$ cat src/rtl/seq_pkg.sv
// Shared types and default sizing for the instruction phase sequencer.
package seq_pkg;

   typedef enum logic [1:0] {
      SEQ_IDLE = 2'd0,
      SEQ_RUN  = 2'd1,
      SEQ_HALT = 2'd2
   } seq_state_e;

   localparam int unsigned SEQ_NUM_PHASES = 5;
   localparam int unsigned SEQ_PHASE_W    = 3;
   localparam int unsigned SEQ_CNT_W      = 16;

endpackage

$ cat src/rtl/sync_edge_detect.sv
// Two-flop synchroniser for an asynchronous button level plus a one-cycle rising-edge pulse.
module sync_edge_detect (
   input  logic clk,
   input  logic rst,
   input  logic din,
   output logic pulse_c
);

   logic meta_q;
   logic sync_q;
   logic prev_q;

   always_ff @(posedge clk) begin
      if (rst) begin
         meta_q <= 1'b0;
         sync_q <= 1'b0;
         prev_q <= 1'b0;
      end else begin
         meta_q <= din;
         sync_q <= meta_q;
         prev_q <= sync_q;
      end
   end

   // Decoded from flops only, so the pulse never glitches on din.
   assign pulse_c = sync_q & ~prev_q;

endmodule

$ cat src/rtl/phase_sequencer.sv
// Instruction phase sequencer: run/stop/halt control and retired-instruction counter.
// Optional single-step button enabled by defining SEQ_SINGLE_STEP_EN.
module phase_sequencer
   import seq_pkg::*;
#(
   parameter int unsigned NUM_PHASES = SEQ_NUM_PHASES,
   parameter int unsigned PHASE_W    = SEQ_PHASE_W,
   parameter int unsigned CNT_W      = SEQ_CNT_W
) (
   input  logic                  clk,
   input  logic                  rst,
   input  logic                  exec,
`ifdef SEQ_SINGLE_STEP_EN
   input  logic                  step,
`endif
   input  logic                  stall,
   input  logic                  stop_flag,
   output logic [PHASE_W-1:0]    phase,
   output logic [NUM_PHASES-1:0] phase_onehot,
   output logic                  running,
   output logic                  halted,
   output logic                  instr_start,
   output logic                  instr_done,
   output logic [CNT_W-1:0]      retired
);

   localparam logic [PHASE_W-1:0] LAST_PHASE = PHASE_W'(NUM_PHASES - 1);
   localparam logic [CNT_W-1:0]   CNT_MAX    = '1;

   seq_state_e         state_q, state_d;
   logic [PHASE_W-1:0] phase_q, phase_d;
   logic [CNT_W-1:0]   retired_q, retired_d;
   logic               stop_req_q, stop_req_d;
   logic               exec_pulse_c;

   sync_edge_detect u_exec_sync (
      .clk     (clk),
      .rst     (rst),
      .din     (exec),
      .pulse_c (exec_pulse_c)
   );

`ifdef SEQ_SINGLE_STEP_EN
   logic step_mode_q, step_mode_d;
   logic step_pulse_c;

   sync_edge_detect u_step_sync (
      .clk     (clk),
      .rst     (rst),
      .din     (step),
      .pulse_c (step_pulse_c)
   );
`endif

   always_ff @(posedge clk) begin
      if (rst) begin
         state_q     <= SEQ_IDLE;
         phase_q     <= '0;
         retired_q   <= '0;
         stop_req_q  <= 1'b0;
`ifdef SEQ_SINGLE_STEP_EN
         step_mode_q <= 1'b0;
`endif
      end else begin
         state_q     <= state_d;
         phase_q     <= phase_d;
         retired_q   <= retired_d;
         stop_req_q  <= stop_req_d;
`ifdef SEQ_SINGLE_STEP_EN
         step_mode_q <= step_mode_d;
`endif
      end
   end

   always_comb begin
      state_d     = state_q;
      phase_d     = phase_q;
      retired_d   = retired_q;
      stop_req_d  = stop_req_q;
`ifdef SEQ_SINGLE_STEP_EN
      step_mode_d = step_mode_q;
`endif
      unique case (state_q)
         SEQ_IDLE: begin
            if (exec_pulse_c) begin
               state_d = SEQ_RUN;
               phase_d = '0;
            end
`ifdef SEQ_SINGLE_STEP_EN
            else if (step_pulse_c) begin
               state_d     = SEQ_RUN;
               phase_d     = '0;
               step_mode_d = 1'b1;
            end
`endif
         end
         SEQ_RUN: begin
            // A stalled cycle leaves every register untouched, including stop_req.
            if (!stall) begin
               if (exec_pulse_c) begin
                  stop_req_d = 1'b1;
               end
               if (phase_q == LAST_PHASE) begin
                  phase_d = '0;
                  if (retired_q != CNT_MAX) begin
                     retired_d = retired_q + CNT_W'(1);
                  end
                  // HLT outranks any pending stop or single-step return.
                  if (stop_flag) begin
                     state_d    = SEQ_HALT;
                     stop_req_d = 1'b0;
`ifdef SEQ_SINGLE_STEP_EN
                     step_mode_d = 1'b0;
`endif
                  end
`ifdef SEQ_SINGLE_STEP_EN
                  else if (step_mode_q) begin
                     state_d     = SEQ_IDLE;
                     stop_req_d  = 1'b0;
                     step_mode_d = 1'b0;
                  end
`endif
                  else if (stop_req_q) begin
                     state_d    = SEQ_IDLE;
                     stop_req_d = 1'b0;
                  end
               end else begin
                  phase_d = phase_q + PHASE_W'(1);
               end
            end
         end
         SEQ_HALT: begin
            phase_d = '0;
         end
         default: begin
            state_d = SEQ_IDLE;
            phase_d = '0;
         end
      endcase
   end

   // Status decode; stall is the only input reaching an output.
   assign phase        = phase_q;
   assign retired      = retired_q;
   assign running      = (state_q == SEQ_RUN);
   assign halted       = (state_q == SEQ_HALT);
   assign instr_start  = running && (phase_q == '0);
   assign instr_done   = running && (phase_q == LAST_PHASE) && !stall;
   assign phase_onehot = running ? (NUM_PHASES'(1) << phase_q) : '0;

endmodule
$ cat config.mk
export PLATFORM = sky130hd
export DESIGN_NAME = phase_sequencer
export DESIGN_NICKNAME = d
export VERILOG_FILES = /design/src/rtl/seq_pkg.sv /design/src/rtl/sync_edge_detect.sv /design/src/rtl/phase_sequencer.sv
export SDC_FILE = /design/constraint.sdc
export NUM_CORES = 1
export LEC_CHECK = 0
export ABC_AREA = 1
export CAP_MARGIN = 20
export CORE_ASPECT_RATIO = 0.9
export CORE_MARGIN = 5
export CORE_UTILIZATION = 50
export CTS_CLUSTER_DIAMETER = 60
export DETAILED_ROUTE_END_ITERATION = 10
export PLACE_DENSITY = 0.79
export SYNTH_ARGS = -nofsm -noshare
export SYNTH_HDL_FRONTEND = slang
export SYNTH_SLANG_ARGS = --single-unit
$ cat constraint.sdc
create_clock -name clk -period 1.7 [get_ports clk]
set_input_delay 0.34 -clock clk [delete_from_list [all_inputs] [get_ports clk]]
set_output_delay 0.34 -clock clk [all_outputs]
set_load 0.005 [all_outputs]
**After elaboration in Yosys (flattened, before gate mapping)**

Cells that the tools add are included.

- Flip-flop bits (word level): 25
- Output and inout bits: 28
- Logic and storage cells: 47

- Bitwise logic cells: 4
- Equal/unequal tests: 8
- Shift-type cells: 1
- Reduce and logical (&&, ||, !) cells: 10
- Add/subtract/negate cells: 2
- Multiplexer cells: 15

Operators with widths:

| operator | number |
|---|---|
| $add 16x1->16 const B | 1 |
| $ne 16x16->1 const B | 1 |
| $mux 2 | 5 |
| $mux 3 | 3 |
| $pmux 2 s3 | 1 |
| $pmux 3 s2 | 1 |
| $mux 5 | 1 |
| $reduce_and 5->1 | 1 |
| $shl 1x3->5 const A | 1 |
| $mux 1 | 4 |
| $ne 2x2->1 const B | 2 |
| $reduce_and 2->1 | 2 |
| $reduce_and 4->1 | 1 |
| $add 3x1->3 const B | 1 |
| $eq 3x3->1 const B | 1 |
| $logic_and 1x1->1 | 3 |
| $logic_not 3->1 | 1 |
| $ne 3x2->1 const B | 1 |
| $not 1->1 | 3 |
| $eq 2x1->1 const B | 1 |
| $eq 2x2->1 const B | 1 |
| $logic_not 2->1 | 1 |
| $ne 2x1->1 const B | 1 |
| $and 1x1->1 | 1 |
| $logic_not 1->1 | 1 |

**Longest topological paths before layout**

Gate-level depths: netlist of run 1.

- Depth in word-level cells: 6
- Mapped depth: 10
- Depth with buffers taken out: 10

**By module**

Synthesis of run 1 repeated with hierarchy kept, for this count alone.

- Cell total of the unflattened synthesis: 226
- Area total of the unflattened synthesis: 1497.7 µm²

By module, submodules not included:

| module | instances | area an instance (µm²) | cells each |
|---|---|---|---|
| phase_sequencer | 1 | 1411.4 | 216 |
| sync_edge_detect | 1 | 86.3 | 10 |

**Least setup slack after synthesis of run 1**

OpenSTA, ideal clock, no wires.

- Path kind: register to register
- Start point: reg retired_q[0], in the netlist retired[0]
- End point: reg retired_q[7], in the netlist retired[7]
- Arrival time: 1302 ps
- Period minus slack after synthesis: 1433 ps
- Slack: 267 ps
- Buffers on the path: 1
- Stages on the path, launching flop included: 10
- Cell sequence: dfxtp_1 ha_1 nand2_1 nor2_1 nand2_2 nor2_4 nor2_4 buf_6 nand2_1 a21oi_2

- Longest elaborated chain between the ends: 2
- Elaborated cells on any way between the ends: 3
- Classes of those cells: 1 x add/sub; 1 x eq/ne; 1 x reduce/logical

Ends and longest elaborated chain:

| item | RTL line | text |
|---|---|---|
| start: declaration | phase_sequencer.sv:32 | `logic [CNT_W-1:0] retired_q, retired_d;` |
| start signal: assignment | phase_sequencer.sv:67 | `retired_q <= retired_d;` |
| parallel branches: the longest is 2 deep, another holds $add 16x1->16 | -- |  |

Parallel ways; which one is timed is not known.
A chain may end at the register's enable or synchronous reset.

**Final worst setup path of run 1**

- Start point: reg phase_q[0], in the netlist phase[0]
- End point: out phase_onehot[3]

- Longest elaborated chain between the ends: 2

Ends and longest elaborated chain:

| item | RTL line | text |
|---|---|---|
| start: declaration | phase_sequencer.sv:31 | `logic [PHASE_W-1:0] phase_q, phase_d;` |
| start signal: assignment | phase_sequencer.sv:66 | `phase_q <= phase_d;` |
| $shl 1x3->5 | phase_sequencer.sv:149 | `assign phase_onehot = running ? (NUM_PHASES'(1) << phase_q) : '0;` |
| $mux 5 | phase_sequencer.sv:149 |  |
| end: declaration | phase_sequencer.sv:19 | `output logic [NUM_PHASES-1:0] phase_onehot,` |

No other way between the ends.

==> results.txt, run 1 <==
relative slew slack = 0.7925
CTS H-tree depth = 1
Hold Path Sink = u_exec_sync.sync_q
gr ovfl total = 0
port buffer count = 32
Clock power frac = 0.273
clk_lat worst skew = 330 ps
initial antenna violation count = 0
DR vias/cell = 4.717
number of global-route vias before repair = 1450
status = finished, final reports clean
vias post-DR = 1514
P per Cell Area = 492.7 mW/mm²
Place WS = -236.7 ps
post-synth cell types = 27
RSZ-0062 raised after global routing = yes
number of clock sinks = 25
skew final = 6.051 ps
CTS tree = yes
clk slew on worst S/H paths = 140 ps
post-synthesis sequential element count = 25
Reg2Reg Setup Slack = 120 ps
Die ar. = 0.004162 mm²
post-synthesis area per instance = 6.543 µm²
cell-internal power = 749.4 µW
GRT Total Usage = 0.1893
Setup crit start kind = flop
share of cells above drive strength 1 = 0.2705
endpoint kind of the worst setup timing path = output port
synth warn = 0
core area = 0.002793 mm²
cell area after synthesis = 0.001485 mm²
Final period util = 0.9934
critical path type = flop to output port
DRT iter0 DRCs = 113
final setup vio count = 0
Worst Hold Launch = u_exec_sync.meta_q
setup ws final = 11.24 ps
DP Wirelength = 2.522 mm
Crit path largest cell delay = 360 ps
Slew @ Worst Pin = 309.4 ps
antenna viol nets, final = 0
Reg-to-Reg Start = phase[0]
Num CTS Buffers = 3
CP cell instances = buf_4 -> ha_1 -> ha_2 -> inv_1 -> nor2_1 -> clkbuf_2
gpl congestion = 0.8400
CP required = 1360 ps
wire per inst = 10.69 µm
Worst Hold Class = flop to flop
FMAX = 592.2 MHz
MaxCap Viol Count = 0
NetSw = 264.2 µW
Max VDD drop = 414.9 µV
setup_tns = 0 ps
CTS max path bufs = 2
Worst EP arrival = 1350 ps
DR pass1 iterations = 4
worst-path fanout max = 3
minimum clock period = 1689 ps
Leak = 0.8712 nW
# rows = 18
Final Max Tran Viols = 0
Final Hold Viols = 0
number of diodes = 0
first-pass GRT wire length = 6.044 mm
Worst Reg2Reg Path Length in Cells = 11
Residual DRC = 0
initial core utilization = 0.5318
hold depth = 2
Mapped Nets = 238
Nets = 293
CP max stage cell = dfxtp_2
sw frac = 0.2606
Total Wirelength = 3.433 mm
largest net degree at the start of global routing = 16
Cells after Synth = 227
Comb power frac = 0.132
end of the worst register-to-register path = retired[8]
Die Span Y = 61.71 µm
critical path buffer and inverter count = 3
cell family with most CP delay = flip-flops
CTS hold repair buffers = 0
Syn-to-layout area delta = 38.50%
post-synthesis sequential area ratio = 0.3370
CTS root buf = clkbuf_4
DIE WIDTH = 67.45 µm
sequential power share = 0.594
Top Ports = 33
==> power groups by stage <==
stage	combinational [mW]	clock [mW]	sequential [mW]
4_1_cts	0.131	0.292	0.603
2_1_floorplan	0.0623	0	0.615
3_3_place_gp	0.119	0	0.615
3_5_place_dp	0.121	0	0.615
5_1_grt	0.152	0.312	0.604
6_report	0.134	0.277	0.602
==> Yosys cell counts <==
library cell  count  area share
nand2_1          64        0.16
nor2_1           35       0.088
inv_1            29       0.073
dfxtp_1          25        0.34
a21oi_1          16       0.054
nand3_1          11       0.037
ha_1              6       0.051
nand2_2           5       0.021
nand4_1           4       0.017
o21ai_0           4       0.013
xor2_1            4       0.024
a21oi_2           3       0.018
nor2_2            3       0.013
nor2_4            3       0.023
clkinv_1          2      0.0051
nor3_1            2      0.0067
a31oi_1           1      0.0042
buf_1             1      0.0025
buf_4             1      0.0051
buf_6             1      0.0076
clkbuf_1          1      0.0025
clkbuf_8          1      0.0093
nand2_4           1      0.0076
nand3b_1          1      0.0051
o21ai_1           1      0.0034
o31ai_1           1      0.0051
xnor2_1           1      0.0059
==> placed cells by master, fill, tap and decap left out, types with 4 or more instances in the layout <==
cell type and instances:
inv_2 6, clkbuf_2 4, dfxtp_2 13, nand2_2 5, clkdlybuf4s50_1 20, nand2_1 63
nand4_1 4, nor2_1 33, a21oi_1 16, xor2_1 4, nor2_2 5, nand3_1 11
buf_4 22, inv_1 23, dfxtp_1 11, o21ai_0 4
==> layer usage <==
layer / part of all wire / GRT usage
met5: 0 / 0
met4: 0.013 / 0.05491
met3: 0.043 / 0.04856
met2: 0.47 / 0.3235
met1: 0.48 / 0.2381
==> cells by family after synthesis <==
| logic type | synth area share |
|---|---|
| simple gates | 0.3799 |
| flops | 0.3370 |
| buf+inv | 0.1053 |
| xor+xnor | 0.02948 |
| compound gates | 0.09773 |
| fa+ha+maj | 0.05055 |
==> sequential cells by signal, indices dropped and copies added (netlist names) <==
register            flops
stop_req_q              1
u_exec_sync.meta_q      1
retired                16
state_q                 2
u_exec_sync.prev_q      1
u_exec_sync.sync_q      1
phase                   3
==> repair_timing <==
item                       in CTS  in global routing
buffers inserted                4                  2
gates resized for setup        35                 25
setup endpoints to repair      11                 16
pin swaps                       3                  2
==> through the flow <==
step           hold slack, ps  total power [mW]    util  instances  instance area (µm²)
4_1_cts                 411.7             1.026  0.7280        319                 2033
6_report                410.6             1.014  0.7366        321                 2057
3_3_place_gp            390.1            0.7340  0.7003        311                 1956
3_5_place_dp            392.8            0.7365  0.7003        311                 1956
5_1_grt                 430.2             1.068  0.7366        321                 2057
2_1_floorplan           388.3            0.6777       -        227                 1485
==> layout make-up <==
class	count	area (µm²)
clock buffers	3	22.52
clock inverters	1	5.005
fillers	251	735.7
inverters	31	116.4
multi-input cells	166	868.3
flip-flops and latches	25	520.5
well taps	40	50.05
repair buffers	55	474.2
==> worst register-to-register path, stage by stage (launching register included) <==
cell and delay (ps):
dfxtp_2 360, inv_2 80, ha_4 140, nand2_2 60
inv_2 60, nand2_2 60, buf_4 130, buf_4 140
nor2_2 180, nand2_1 110, o21ai_1 140, nor2_1 50
==> worst max-delay path by stage <==
stage,startpoint,depth (start not counted),end
floorplan,retired[0],9,retired[7]
global placement,stall,5,instr_done
detailed placement,stall,5,instr_done
CTS,phase[0],6,phase_onehot[3]
global route,phase[0],6,phase_onehot[3]
finish,phase[0],6,phase_onehot[3]
No activity file was read; power rests on OpenSTA's default activity.
==> inputs of run 2 (changes only) <==
CORE_UTILIZATION = 45   (was 50)
PLACE_DENSITY = 0.75   (was 0.79)
SETUP_SLACK_MARGIN = 0.15   (was unset)
clock period = 1.5 ns   (was 1.7 ns; I/O delays follow)
==> results.txt, run 2 (synthesis results as in run 1) <==
# fillers = 154
max FFs per register = 16
relative slew slack = 0.7129
endpoint kind of the worst setup timing path = flop
CTS root buf = clkbuf_8
antenna viol nets, final = 0
Num CTS Buffers = 3
critical path type = flop to flop
CTS H-tree depth = 1
clk_lat worst skew = 280 ps
Die Span Y = 64.50 µm
MaxCap Viol Count = 0
Total Wirelength = 5.673 mm
Final Max Tran Viols = 0
Worst Hold Class = flop to flop
DRT iter0 DRCs = 154
Setup crit start kind = flop
worst-path fanout max = 6
FMAX = 640.8 MHz
met3 WL post-DR = 282 µm
Final Hold Viols = 0
number of global-route vias before repair = 1637
skew final = 3.940 ps
Syn-to-layout area delta = 78.85%
status = complete, but fails checks
Leak = 1.250 nW
P per Cell Area = 512.7 mW/mm²
wire per inst = 15.94 µm
DIE WIDTH = 70.56 µm
# rows = 19
Max VDD drop = 483.3 µV
Worst EP arrival = 1770 ps
Post-DP Area = 0.002019 mm²
number of clock sinks = 25
Slew @ Worst Pin = 428.0 ps
CTS tree = yes
gpl congestion = 0.8073
number of diodes = 0
minimum clock period = 1561 ps
gr ovfl total = 0
DR WL met2 = 2.957 mm
M1 WL = 2.207 mm
Pwr Total = 1.362 mW
Nets = 326
initial antenna violation count = 0
top layer in use = met4
Residual DRC = 0
most common cell after layout, fill and taps aside = nand2_1
CTS max path bufs = 2
initial core utilization = 0.4769
Reg2Reg Setup Slack = -60 ps
DR pass1 iterations = 4
most frequent cells in the layout = nand2_1, buf_4, nor2_1
setup_tns = -588.0 ps
post-route cell area = 0.002656 mm²
Final period util = 1.040
DR vias/cell = 5.281
DP Wirelength = 2.566 mm
vias post-DR = 1880
first-pass GRT wire length = 7.058 mm
GRT Total Usage = 0.1890
final setup vio count = 17
port buffer count = 32
CTS hold repair buffers = 0
Top Ports = 33
RSZ-0062 raised after global routing = yes
share of cells above drive strength 1 = 0.5255
failing checks = setup timing
largest net degree at the start of global routing = 16
Die ar. = 0.004551 mm²
setup ws final = -60.56 ps
core area = 0.003114 mm²
clk slew on worst S/H paths = 100 ps
CP required = 1710 ps
[run 2: area by class of cell]
| type | count | area [µm²] | share of cell area |
|---|---|---|---|
| timing repair buffer | 87 | 753.2 | 0.2836 |
| multi-input combinational | 167 | 1136 | 0.4277 |
| tap | 42 | 52.55 | 0.01978 |
| clock buffer | 3 | 41.29 | 0.01554 |
| sequential | 25 | 544.3 | 0.2049 |
| clock inverter | 1 | 7.507 | 0.002826 |
| inverter | 31 | 121.4 | 0.04569 |
[run 2: final timing paths]
check | endpoint | from | cells past startpoint
setup / recovery | retired[5] | phase[0] | 10
hold / removal | u_exec_sync.sync_q | u_exec_sync.meta_q | 2
setup reg to reg | retired[5] | phase[0] | 10
hold reg to reg | u_exec_sync.sync_q | u_exec_sync.meta_q | 2
[run 2: per-layer routing]
metal  global-route usage  vias up
li1                     -      886
met1               0.2094      887
met2               0.3621       85
met3              0.04791       22
met4              0.04460        0
met5                    0        -
[run 2: worst max-delay path, stage by stage, from the launching register on]
cell and delay (ps):
dfxtp_2 360, inv_2 110, ha_4 170, nand2_4 60
inv_4 60, nand2_4 50, buf_6 130, nor2_4 200
clkbuf_16 200, nand2_4 50, a21oi_2 120
[run 2: report_power, final]
group / internal [mW] / total (mW) / switching, mW
Combinational: 0.128 / 0.263 / 0.135
Sequential: 0.663 / 0.673 / 0.00996
Clock: 0.189 / 0.427 / 0.238
Total: 0.979 / 1.36 / 0.383
[run 2: stage by stage]
step,utilization,hold slack [ps],setup WS [ps],instances
finish,0.8530,413.6,-60.56,356
global route,0.8530,434.3,-116.3,356
CTS,0.7529,410.3,-10.18,347
detailed placement,0.6485,396.8,-380.4,319
global placement,0.6485,389.9,-379.4,319
floorplan,-,388.3,154.3,227
[run 2: repair_timing]
| item | 4_1_cts | 5_1_grt |
|---|---|---|
| pin swaps | 18 | 26 |
| gates resized for setup | 117 | 64 |
| endpoints found under the setup margin | 48 | 31 |
| buffers inserted | 23 | 8 |
| cloned | 1 | 1 |
